**config.mk**
```make
export PLATFORM = sky130hd
export DESIGN_NAME = hamming_scrub_scheduler_flat
export DESIGN_NICKNAME = d
export VERILOG_FILES = /design/src/rtl/hamming_scrub_scheduler_pkg.sv /design/src/rtl/hamming_scrub_scheduler_if.sv /design/src/rtl/hamming_scrub_scheduler_sat_counter.sv /design/src/rtl/hamming_scrub_scheduler.sv /design/src/flat_wrapper.sv
export SDC_FILE = /design/constraint.sdc
export NUM_CORES = 1
export LEC_CHECK = 0
export CAP_MARGIN = 20
export CORE_MARGIN = 10
export CORE_UTILIZATION = 55
export CTS_CLUSTER_DIAMETER = 150
export DETAILED_ROUTE_END_ITERATION = 8
export GPL_TIMING_DRIVEN = 0
export PLACE_DENSITY = 0.85
export SYNTH_ARGS = -nofsm -noshare
export SYNTH_HDL_FRONTEND = slang
export SYNTH_HIERARCHICAL = 1
export SYNTH_SLANG_ARGS = --single-unit
```
**constraint.sdc**
```tcl
create_clock -name clk -period 2.8 [get_ports clk]
set_input_delay 0.7 -clock clk [delete_from_list [all_inputs] [get_ports clk]]
set_output_delay 0.7 -clock clk [all_outputs]
set_load 0.02 [all_outputs]
```
**src/rtl/hamming_scrub_scheduler_pkg.sv**
```systemverilog
// Shared types and constants for the Hamming counter scrub scheduler.
// The state encoding is visible on state_o, so it is fixed here.
package hamming_sched_pkg;

   localparam int ERR_CNT_W_DEFAULT = 16;

   typedef enum logic [2:0] {
      S_IDLE  = 3'd0,
      S_RUN   = 3'd1,
      S_HOLD  = 3'd2,
      S_CHECK = 3'd3,
      S_FIX   = 3'd4,
      S_DONE  = 3'd5
   } sched_state_t;

   localparam logic [2:0] ST_IDLE  = 3'd0;
   localparam logic [2:0] ST_RUN   = 3'd1;
   localparam logic [2:0] ST_HOLD  = 3'd2;
   localparam logic [2:0] ST_CHECK = 3'd3;
   localparam logic [2:0] ST_FIX   = 3'd4;
   localparam logic [2:0] ST_DONE  = 3'd5;

endpackage

```
**src/rtl/hamming_scrub_scheduler_if.sv**
```systemverilog
// Link between the scrub scheduler and the Hamming-protected counter.
// The scheduler owns enable; the counter reports parity capture and errors.
interface hamming_scrub_scheduler_if;

   logic cnt_enable;
   logic cnt_busy;
   logic cnt_error;

   modport master (output cnt_enable, input cnt_busy, input cnt_error);
   modport slave  (input cnt_enable, output cnt_busy, output cnt_error);

endinterface

```
**src/rtl/hamming_scrub_scheduler_sat_counter.sv**
```systemverilog
// Saturating up-counter with a synchronous clear that wins over increment.
module sat_counter #(
   parameter int W = 16
) (
   input  logic         clk,
   input  logic         reset_n,
   input  logic         clr,
   input  logic         inc,
   output logic [W-1:0] q
);

   always_ff @(posedge clk or negedge reset_n) begin
      if (!reset_n) begin
         q <= '0;
      end else if (clr) begin
         q <= '0;
      end else if (inc && (q != {W{1'b1}})) begin
         q <= q + W'(1);
      end
   end

endmodule

```
**src/rtl/hamming_scrub_scheduler.sv**
```systemverilog
// Scrub sequencer: stops the Hamming counter periodically, waits for parity
// capture, checks the syndrome, allows correction write-back, then resumes.
module hamming_scrub_scheduler
   import hamming_sched_pkg::*;
#(
   parameter int SCRUB_PERIOD = 1024,
   parameter int HOLD_TIMEOUT = 8,
   parameter int FIX_CYCLES   = 2,
   parameter int ERR_CNT_W    = ERR_CNT_W_DEFAULT
) (
   input  logic                      clk,
   input  logic                      reset_n,
   input  logic                      run_req,
   input  logic                      scrub_req,
   input  logic                      stat_clear,
   hamming_scrub_scheduler_if.master cnt,
   output logic [2:0]                state_o,
   output logic                      scrub_done,
   output logic [ERR_CNT_W-1:0]      err_count,
   output logic [ERR_CNT_W-1:0]      scrub_count,
   output logic                      timeout_flag
);

   localparam int PER_W = $clog2(SCRUB_PERIOD);
   localparam int FIX_W = (FIX_CYCLES > 1) ? $clog2(FIX_CYCLES) : 1;

   localparam logic [PER_W-1:0] PER_LAST  = PER_W'(SCRUB_PERIOD - 1);
   localparam logic [7:0]       HOLD_LAST = 8'(HOLD_TIMEOUT - 1);
   localparam logic [FIX_W-1:0] FIX_LAST  = FIX_W'(FIX_CYCLES - 1);

   sched_state_t     state;
   logic [PER_W-1:0] period_cnt;
   logic [7:0]       wait_cnt;
   logic [FIX_W-1:0] fix_cnt;
   logic             inc_err;
   logic             inc_scrub;
   logic             hold_expire;

   // Counter updates land on the same edge as the matching state change.
   assign inc_err     = (state == S_CHECK) && cnt.cnt_error;
   assign inc_scrub   = ((state == S_CHECK) && !cnt.cnt_error) ||
                        ((state == S_FIX) && (fix_cnt == FIX_LAST));
   assign hold_expire = (state == S_HOLD) && !cnt.cnt_busy && (wait_cnt == HOLD_LAST);

   assign cnt.cnt_enable = (state == S_RUN);
   assign state_o        = state;

   always_ff @(posedge clk or negedge reset_n) begin
      if (!reset_n) begin
         state        <= S_IDLE;
         scrub_done   <= 1'b0;
         timeout_flag <= 1'b0;
         period_cnt   <= '0;
         wait_cnt     <= '0;
         fix_cnt      <= '0;
      end else begin
         scrub_done <= 1'b0;
         case (state)
            S_IDLE: begin
               if (run_req) state <= S_RUN;
            end
            S_RUN: begin
               if ((period_cnt == PER_LAST) || scrub_req || !run_req) begin
                  state      <= S_HOLD;
                  period_cnt <= '0;
                  wait_cnt   <= '0;
               end else begin
                  period_cnt <= period_cnt + PER_W'(1);
               end
            end
            S_HOLD: begin
               // busy is honoured even on the last allowed HOLD cycle
               if (cnt.cnt_busy) begin
                  state <= S_CHECK;
               end else if (wait_cnt == HOLD_LAST) begin
                  state      <= S_DONE;
                  scrub_done <= 1'b1;
               end else begin
                  wait_cnt <= wait_cnt + 8'd1;
               end
            end
            S_CHECK: begin
               if (cnt.cnt_error) begin
                  state   <= S_FIX;
                  fix_cnt <= '0;
               end else begin
                  state      <= S_DONE;
                  scrub_done <= 1'b1;
               end
            end
            S_FIX: begin
               if (fix_cnt == FIX_LAST) begin
                  state      <= S_DONE;
                  scrub_done <= 1'b1;
               end else begin
                  fix_cnt <= fix_cnt + FIX_W'(1);
               end
            end
            S_DONE: begin
               state <= run_req ? S_RUN : S_IDLE;
            end
            default: state <= S_IDLE;
         endcase

         if (stat_clear) begin
            timeout_flag <= 1'b0;
         end else if (hold_expire) begin
            timeout_flag <= 1'b1;
         end
      end
   end

   sat_counter #(.W(ERR_CNT_W)) u_err_cnt (
      .clk     (clk),
      .reset_n (reset_n),
      .clr     (stat_clear),
      .inc     (inc_err),
      .q       (err_count)
   );

   sat_counter #(.W(ERR_CNT_W)) u_scrub_cnt (
      .clk     (clk),
      .reset_n (reset_n),
      .clr     (stat_clear),
      .inc     (inc_scrub),
      .q       (scrub_count)
   );

endmodule
```
**src/flat_wrapper.sv**
```systemverilog
// flat-port wrapper written by rule: the top's interface ports become plain ports
module hamming_scrub_scheduler_flat import hamming_sched_pkg::*;
#(
   parameter int SCRUB_PERIOD = 1024,
   parameter int HOLD_TIMEOUT = 8,
   parameter int FIX_CYCLES   = 2,
   parameter int ERR_CNT_W    = ERR_CNT_W_DEFAULT
)
  (clk, reset_n, run_req, scrub_req, stat_clear, state_o, scrub_done, err_count, scrub_count, timeout_flag, cnt_cnt_enable, cnt_cnt_busy, cnt_cnt_error);
  hamming_scrub_scheduler_if cnt_i ();
  input  logic clk;
  input  logic reset_n;
  input  logic run_req;
  input  logic scrub_req;
  input  logic stat_clear;
  output logic [2:0] state_o;
  output logic scrub_done;
  output logic [ERR_CNT_W-1:0] err_count;
  output logic [ERR_CNT_W-1:0] scrub_count;
  output logic timeout_flag;
  output wire logic [$bits(cnt_i.cnt_enable)-1:0] cnt_cnt_enable;
  input wire logic [$bits(cnt_i.cnt_busy)-1:0] cnt_cnt_busy;
  input wire logic [$bits(cnt_i.cnt_error)-1:0] cnt_cnt_error;
  assign cnt_cnt_enable = cnt_i.cnt_enable;
  assign cnt_i.cnt_busy = cnt_cnt_busy;
  assign cnt_i.cnt_error = cnt_cnt_error;
  hamming_scrub_scheduler #(.SCRUB_PERIOD(SCRUB_PERIOD), .HOLD_TIMEOUT(HOLD_TIMEOUT), .FIX_CYCLES(FIX_CYCLES), .ERR_CNT_W(ERR_CNT_W)) u_core (.clk(clk), .reset_n(reset_n), .run_req(run_req), .scrub_req(scrub_req), .stat_clear(stat_clear), .cnt(cnt_i), .state_o(state_o), .scrub_done(scrub_done), .err_count(err_count), .scrub_count(scrub_count), .timeout_flag(timeout_flag));
endmodule
```
# [Word-level counts from Yosys, hierarchy flattened]
# Index checks and enable logic that the tools add are counted.
[op_classes] addsub=5 n_eq_ne=16 magnitude_cmp=0 shifts=0 reduce_logical=22 n_bitwise=0 mux=27 n_div=0 n_mul=0
[op_table] cell="$mux 16" count=4
[op_table] cell="$add 16x1->16 const B" count=2
[op_table] cell="$ne 16x16->1 const B" count=2
[op_table] cell="$mux 8" count=3
[op_table] cell="$pmux 3 s6" count=1
[op_table] cell="$pmux 8 s2" count=1
[op_table] cell="$mux 3" count=5
[op_table] cell="$add 10x1->10 const B" count=1
[op_table] cell="$eq 10x10->1 const B" count=1
[op_table] cell="$mux 1" count=10
[op_table] cell="$mux 10" count=1
[op_table] cell="$reduce_bool 2->1" count=5
[op_table] cell="$add 8x1->8 const B" count=1
[op_table] cell="$eq 8x3->1 const B" count=1
[op_table] cell="$ne 2x2->1 const B" count=4
[op_table] cell="$reduce_and 4->1" count=2
[op_table] cell="$logic_and 1x1->1" count=7
[op_table] cell="$eq 3x2->1 const B" count=2
[op_table] cell="$eq 3x3->1 const B" count=2
[op_table] cell="$ne 2x1->1 const B" count=2
[op_table] cell="$eq 3x1->1 const B" count=1
[op_table] cell="$logic_not 1->1" count=3
[op_table] cell="$logic_not 3->1" count=1
[op_table] cell="$logic_or 1x1->1" count=3
[op_table] cell="5 further kinds" count=5
[word_totals] mem_bits_ro=0 out_inout_bits=38 ram_bits=0 mem_count=0 elab_cells=78 latch_bits=0 regBits=56 input_bits=7

# [Logic depth before layout (Yosys ltp)]
# Gate-level depths: netlist (run 1).
[depth] ltp_word=6 depth_mapped=8 mapped_depth_nobuf=5

# [Hierarchy]
# The synthesis (run 1) kept the hierarchy.
[modules_own_cells] module="sat_counter" n_inst=2 cells_per_inst=98 area_each_um2=942.2 seq_area_each_um2=400.4
[modules_own_cells] module="hamming_scrub_scheduler" n_inst=1 cells_per_inst=147 area_each_um2=1373.8 seq_area_each_um2=600.6

# [Least setup slack after synthesis (run 1)]
# OpenSTA, ideal clock, no wires.
[synth_path] path_type="flip-flop to flip-flop" startpoint="reg u_core.state[0], in the netlist u_core/state_o[0]" endpoint="reg u_core.u_scrub_cnt.q[3]" path_buffers=2 slack_ns=0.540 period_less_slack_ns=2.260 stages_incl_launch_ff=7 arrival_ns=2.182 required_time_ns=2.722 setup_ns=0.078 path_cell_list="dfrtp_1 buf_6 o32ai_1 inv_1 clkbuf_1 or4_2 a21oi_1"
[synth_via] elab_chain_cells=5 word_cells_on_any_way=7 classes_between="eq/ne: 2; reduce/logical: 5"
[synth_rtl] item="start, declared" line_no="hamming_scrub_scheduler.sv:31" rtl="sched_state_t state;"
[synth_rtl] item="start signal, assigned" line_no="hamming_scrub_scheduler.sv:100" rtl="state <= run_req ? S_RUN : S_IDLE;"
[synth_rtl] item="$eq 3x2->1 / $eq 3x3->1 (equally long branches)" line_no="hamming_scrub_scheduler.sv:41, hamming_scrub_scheduler.sv:42"
[synth_rtl] item="$logic_and 1x1->1, on equally long branches" line_no="hamming_scrub_scheduler.sv:41, hamming_scrub_scheduler.sv:42"
[synth_rtl] item="$logic_or 1x1->1 *" line_no="hamming_scrub_scheduler.sv:41" rtl="assign inc_scrub = ((state == S_CHECK) && !cnt.cnt_error) ||"
[synth_rtl] item="net u_core.inc_scrub" line_no="hamming_scrub_scheduler.sv:36" rtl="logic inc_scrub;"
[synth_rtl] item="$logic_and 1x1->1 *" line_no="hamming_scrub_scheduler_sat_counter.sv:17" rtl="end else if (inc && (q != {W{1'b1}})) begin"
[synth_rtl] item="$reduce_bool 2->1 (no source line) *"
[synth_rtl] item="end signal, assigned" line_no="hamming_scrub_scheduler_sat_counter.sv:18" rtl="q <= q + W'(1);"
[synth_rtl] item="end, declared" line_no="hamming_scrub_scheduler_sat_counter.sv:9" rtl="output logic [W-1:0] q"
# The timed path passes the listed nets; every way through them passes the cells marked *.
# A chain may end at the register's enable or synchronous reset.

# [Worst setup path after layout (run 1)]
[layout_path] startpoint="reg u_core.state[1], in the netlist u_core/state_o[1]" endpoint="out cnt_cnt_enable"
[layout_via] elab_chain_cells=1
[layout_rtl] item="$eq 3x1->1" line_no="hamming_scrub_scheduler.sv:45" rtl="assign cnt.cnt_enable = (state == S_RUN);"
[layout_rtl] item="end, declared" line_no="flat_wrapper.sv:21" rtl="output wire logic [$bits(cnt_i.cnt_enable)-1:0] cnt_cnt_enable;"
# Every way passes these cells.

==> results of run 1 <==
==> state kept, by name, summed over array words and instances (netlist names) <==
name and cells:
u_core/fix_cnt 1, u_core/period_cnt 10, u_core/scrub_done 1, u_core/state_o 3
u_core/timeout_flag 1, u_core/u_err_cnt/q 16, u_core/u_scrub_cnt/q 16, u_core/wait_cnt 8
==> layout make-up <==
class	instances	area [sq um]
clock inverters	2	35.0
plain buffers	15	96.3
flip-flops and latches	56	1400
fillers	430	1720
well taps	72	90.1
inverters	12	50.0
multi-input cells	260	1720
repair buffers	45	455
clock buffers	6	72.6
==> metal layers <==
metal  up-vias  wire, um
li1       1415         -
met3         6       443
met2        54      3650
met4         0        48
met5         -         0
met1      1394      3530
==> report_power, final <==
part	total [mW]	switching (mW)	internal, mW	leakage [nW]
Combinational	0.660	0.392	0.268	0.745
Clock	0.525	0.259	0.266	0.0552
Sequential	0.939	0.0638	0.875	0.774
==> cells by family (layout without fill, tap and decap cells) <==
kind of cell / count (synthesis) / in the layout / synth area share, %
xor+xnor: 2 / 2 / 0.538
compound gates: 93 / 93 / 18.8
mux: 10 / 10 / 3.42
flops: 56 / 56 / 43.0
buf+inv: 27 / 80 / 4.49
fa+ha+maj: 4 / 4 / 1.54
simple gates: 151 / 151 / 28.2
==> through the flow <==
step | cells | power (mW) | hold slack (ns) | instance area, sq um
global route | 468 | 2.26 | 0.439 | 3920
finish | 468 | 2.12 | 0.406 | 3920
floorplan | 343 | 1.39 | 0.404 | 3260
CTS | 468 | 2.14 | 0.430 | 3910
global placement | 459 | 1.59 | 0.466 | 3790
detailed placement | 460 | 1.62 | 0.474 | 3800
==> critical path, stage by stage, from the launching register on <==
cell	delay, ns
dfrtp_1	0.38
buf_2	0.17
or3b_4	0.41
clkinv_4	0.10
clkdlybuf4s50_1	0.61
==> layout by cell type (no fill, tap or decap), types with 3 or more instances in the layout <==
cell type and count:
a21o_1 3, a21oi_1 33, and3_1 8, and4_2 4
buf_2 3, buf_6 5, clkbuf_1 9, clkbuf_8 5
clkdlybuf4s50_1 43, dfrtp_1 56, ha_1 4, inv_1 11
mux2_1 8, nand2_1 30, nand3_1 14, nand3b_1 3
nand4_1 15, nor2_1 18, nor2b_1 9, nor3_1 4
nor4_1 9, o21ai_0 15, o21ai_1 7, o31ai_1 16
or3_1 8, or4_1 10, or4_2 4
==> cells in the mapped netlist (all sizes together), types with 8 or more instances <==
cell | number | area (sq um)
a21oi | 34 | 174
and3 | 9 | 57.6
clkbuf | 8 | 30.0
dfrtp | 56 | 1400
inv | 11 | 41.3
mux2 | 9 | 101
nand2 | 30 | 113
nand3 | 14 | 70.1
nand4 | 17 | 119
nor2 | 18 | 67.6
nor2b | 9 | 56.3
nor4 | 11 | 98.8
o21ai | 22 | 110
o31ai | 16 | 120
or3 | 10 | 65.1
or4 | 15 | 121
==> worst max-delay path by stage <==
| stage | slack, ns | end |
|---|---|---|
| after floorplan | 0.54 | u_core/u_scrub_cnt/q[3]$_DFFE_PN0P_ |
| after global placement | -0.78 | u_core/u_err_cnt/q[0]$_DFFE_PN0P_ |
| after detailed placement | -0.18 | u_core/u_scrub_cnt/q[3]$_DFFE_PN0P_ |
| after CTS | 0.12 | cnt_cnt_enable |
| after global routing | 0.03 | u_core/u_err_cnt/q[3]$_DFFE_PN0P_ |
| final | 0.13 | cnt_cnt_enable |
==> run metrics, run 1 <==
Setup Viol. Count Final 0; CTS clk-pin slew, worst paths around 0.10 ns; first-pass GRT wire length 13100 um; worst min-delay path category in -> async; Post-CTS Resized 0; DRC 0; Req. time, crit path ~2.1 ns; initial antenna violation count 0; cell area after synthesis ~3300 sq um; fmax ~370 MHz; largest net degree at the start of global routing 32; highest fanout seen on the critical path 10; Startpoint Class register; site row count 27; P per Cell Area 542 nW/um^2; via count 2869; Final Util between 60% and 70%; total track usage 15.7%; gr busiest metal met2; R2R Setup Slk 0.44 ns; slack of the critical path 0.128 ns; setup TNS 0 ns; maximum vdd drop about 0.4 mV; Initial Utilization 57.8%; CTS Buf Count 5; critical path type reg -> out; drt pass-1 iters 4; register area share after synthesis between 40 and 50%; outcome finished clean; Final Cycle Share between 90% and 100%; grt ovf 0; share of cells above drive strength 1 between 10% and 20%; core area between 5000 and 6000 sq um; IO buf count 44; TritonCTS clock tree yes; met3 Use GR approximately 4.2%; M1 GR Usage between 20% and 30%; drt total wl 7660 um; number of max-cap violations 0; Skew-Pair Late Insertion Delay 0.30 ns; H-tree levels 2; routing usage on met2 between 20% and 30%; CTS Root Cell clkbuf_8; hold-fix buffers at CTS 0; Longest Clk Path Bufs 2; Post-synth ARST share between 90% and 100%; synthesized netlist net count 354; Mapped Avg Cell Area between 9 and 10 sq um; antenna cells 0; Distinct cells, synth 55; Avg WL per Cell between 15 and 20 um; number of synthesized register bits 56; pre-CTS WS -0.180 ns; total clock sinks 56; R2R Path End u_core/u_err_cnt/q[3]$_DFFE_PN0P_; Synth Instances 343; ys flop type dfrtp_1; Die Ht 97.0 um; die area approximately 9400 sq um; area added between synthesis and finish 20.3%; I/O pins 45; Layout Nets just over 400; crit path from u_core/state_o[1]$_DFFE_PN0P_; Vias/cell just over 6; Iter 0 DRT Violations 164; reg2reg start u_core/state_o[2]$_DFFE_PN0P_; arrival time worst endpoint approximately 2 ns; skew final around 0.0040 ns; Max-slew headroom between 50% and 60%; post-layout min period about 2.7 ns; Die X 97.0 um; Setup Buffers After CTS 0; RSZ-0062 raised after global routing no; ANT nets after route 0; vias in the first global route around 2700; Final HPWL DP ~5600 um; RePlAce Congestion 0.875; Worst Tran Pin Value between 0.6 and 0.7 ns; Post-synth EDFFs 0; logic depth of the worst register-to-register path 7; Yosys Warn Count 6; fin. max-slew vios 0; LEAKAGE 1.57 nW; crit path capture type output port; Final Hold Vio Count 0
Note: power is estimated with default switching activity, not from simulation.
==> inputs of run 2 (changes only) <==
Settings changed: CTS_CLUSTER_SIZE set to 12.
==> results of run 2 <==
Same layout as run 1: the final DEF is identical, and so are final timing and power.
==> inputs of run 3 (changes only) <==
Settings changed: REMOVE_ABC_BUFFERS set to 1.
==> run metrics, run 3 (synthesis gave the netlist of run 1 again) <==
outcome finished clean; H-tree levels 2 (unchanged); CTS clk-pin slew, worst paths 0.10 ns (about the same); largest net degree at the start of global routing 41 (+28%); Multi-input gate area 1720 sq um (unchanged); maximum vdd drop 0.481 mV (+19%); RePlAce Congestion 0.860 (-1.8%); Skew-Pair Late Insertion Delay 0.32 ns (+0.02 ns); total track usage 15.5% (-0.18 points); CTS Root Cell clkbuf_8; Longest Clk Path Bufs 2 (unchanged); delay of the slowest cell on the worst path 0.72 ns (+0.11 ns); WHS 0.300 ns (-0.105 ns); site row count 27 (unchanged); ANT nets after route 0 (unchanged); kind of cell adding the most delay to the critical path simple AND/OR/NAND/NOR gates; slack of the critical path 0.165 ns (+0.0372 ns); I/O pins 45 (unchanged); met3 Use GR 4.76% (+0.57 points); worst path bufs/invs 3 (unchanged); P per Cell Area 549 nW/um^2 (+1.2%); Max-slew headroom 41.3% (-16 points); hold-fix buffers at CTS 0 (unchanged); post-layout min period 2.64 ns (-0.0372 ns); fmax 379 MHz (+1.4%); CTS Buf Count 5 (unchanged); Worst path most repeated cell inv_1; number of max-cap violations 0 (unchanged); DP Cell Count 446 (-3.0%); Die Ht 97.0 um (unchanged); drt total wl 7650 um (-0.22%); arrival time worst endpoint 2.86 ns (+0.89 ns); setup TNS 0 ns (unchanged); Setup Viol. Count Final 0 (unchanged); initial antenna violation count 0 (unchanged); pre-CTS WS -0.295 ns (-0.115 ns); Final Cycle Share 94.1% (-1.3 points); Final HPWL DP 5260 um (-5.6%); Worst path slowest cell or4_2; worst min-delay path category in -> async; via count 2914 (+1.6%); gr busiest metal met2; routing usage on met2 26.0% (+0.26 points); share of cells above drive strength 1 11.7% (+0.36 points); total clock sinks 56 (unchanged); core area 5640 sq um (unchanged); Req. time, crit path 3.03 ns (+0.93 ns); crit path capture type register; TritonCTS clock tree yes; worst-path cell chain clkdlybuf4s50_1 -> inv_1 -> nor2_1 -> inv_1 -> or4_2 -> a21oi_1; Vias/cell 6.39 (+4.2%); critical path type in -> reg; Layout Nets 394 (-3.0%); highest fanout seen on the critical path 22 (+12); DRC 0 (unchanged); Pwr Total 2.13 mW (+0.32%); Initial Utilization 57.8% (unchanged); grt ovf 0 (unchanged); Worst Tran Pin Value 0.874 ns (+0.238 ns); Die X 97.0 um (unchanged); LEAKAGE 1.57 nW (-0.54%); Iter 0 DRT Violations 188 (+15%); antenna cells 0 (unchanged); fin. max-slew vios 0 (unchanged); M1 GR Usage 18.5% (-1.7 points); area added between synthesis and finish 19.2%; Sequential Area 1410 sq um (+0.27%); critical path depth in cells 6 (+2); Fillers 428 (-0.47%); Avg WL per Cell 16.8 um (+2.4%); first-pass GRT wire length 12900 um (-0.95%); highest-count cells in the layout ignoring fill and taps dfrtp_1 (53), clkdlybuf4s50_1 (42), a21oi_1 (33), nand2_1 (30), nor2_1 (18); RSZ-0062 raised after global routing no; logic depth of the worst register-to-register path 5 (-2); drt pass-1 iters 5 (+1); skew final 0.0202 ns (+0.0162 ns); vias in the first global route 2805 (+2.9%); post-route insts no fill 456 (-2.6%); most common cell after layout, fill and taps aside dfrtp_1; biggest regs u_core/u_err_cnt/q (16), u_core/u_scrub_cnt/q (16), u_core/period_cnt (10); Final Hold Vio Count 0 (unchanged); IO buf count 44 (unchanged); die area 9400 sq um (unchanged); Startpoint Class input pin
run 3: cell types whose count changed in the layout (fill, tap and decap cells not counted):
cell             before  now
dfrtp_1              56   53
clkbuf_1              9    0
clkinv_2              1    0
clkdlybuf4s50_1      43   42
buf_16                0    1
buf_6                 5    0
buf_4                 0    2
buf_2                 3    1
clkinv_4              1    2
dlymetal6s2s_1        0    1
clkbuf_8              5    6
dfrtp_2               0    3
run 3: final cells by class:
class | count | area share, %
repair buffers | 48 | 12.9
inverters | 12 | 1.29
clock inverters | 2 | 0.998
well taps | 72 | 2.32
multi-input cells | 260 | 44.2
flip-flops and latches | 56 | 36.2
clock buffers | 6 | 2.13
run 3: final timing paths:
| check | slack, ns | from | to |
|---|---|---|---|
| min | 0.30 | reset_n | u_core/u_err_cnt/q[12]$_DFFE_PN0P_ |
| min in group clk | 0.49 | u_core/period_cnt[9]$_DFFE_PN0P_ | u_core/period_cnt[9]$_DFFE_PN0P_ |
| max reg2reg | 0.31 | u_core/state_o[0]$_DFFE_PN0P_ | u_core/u_scrub_cnt/q[3]$_DFFE_PN0P_ |
| max | 0.16 | cnt_cnt_error | u_core/u_err_cnt/q[3]$_DFFE_PN0P_ |
| min reg2reg | 0.49 | u_core/period_cnt[9]$_DFFE_PN0P_ | u_core/period_cnt[9]$_DFFE_PN0P_ |
| max in group asynchronous | 1.93 | reset_n | u_core/state_o[1]$_DFFE_PN0P_ |
run 3: metal layers:
layer	routed length [um]	part of all wire, %
met1	3320	43
met2	3780	49
met3	469	6.1
met4	82	1.1
met5	0	0
run 3: stage by stage:
stage / util (%) / area (sq um)
floorplan: - / 3160
global placement: 65.4 / 3690
detailed placement: 66.2 / 3730
CTS: 68.5 / 3870
global route: 68.9 / 3880
finish: 68.9 / 3880
run 3: what timing repair did:
| action | CTS | global route |
|---|---|---|
| pin swaps | 0 | 0 |
| resized for setup | 3 | 2 |
| buffers inserted | 0 | 2 |
| endpoints found under the setup margin | 4 | 1 |
run 3: report_power, final:
part / internal, mW / switching [mW] / total, mW / leakage [nW]
logic: 0.245 / 0.345 / 0.590 / 0.734
registers: 0.879 / 0.0933 / 0.973 / 0.770
clock network: 0.293 / 0.275 / 0.568 / 0.0614
total: 1.42 / 0.714 / 2.13 / 1.57
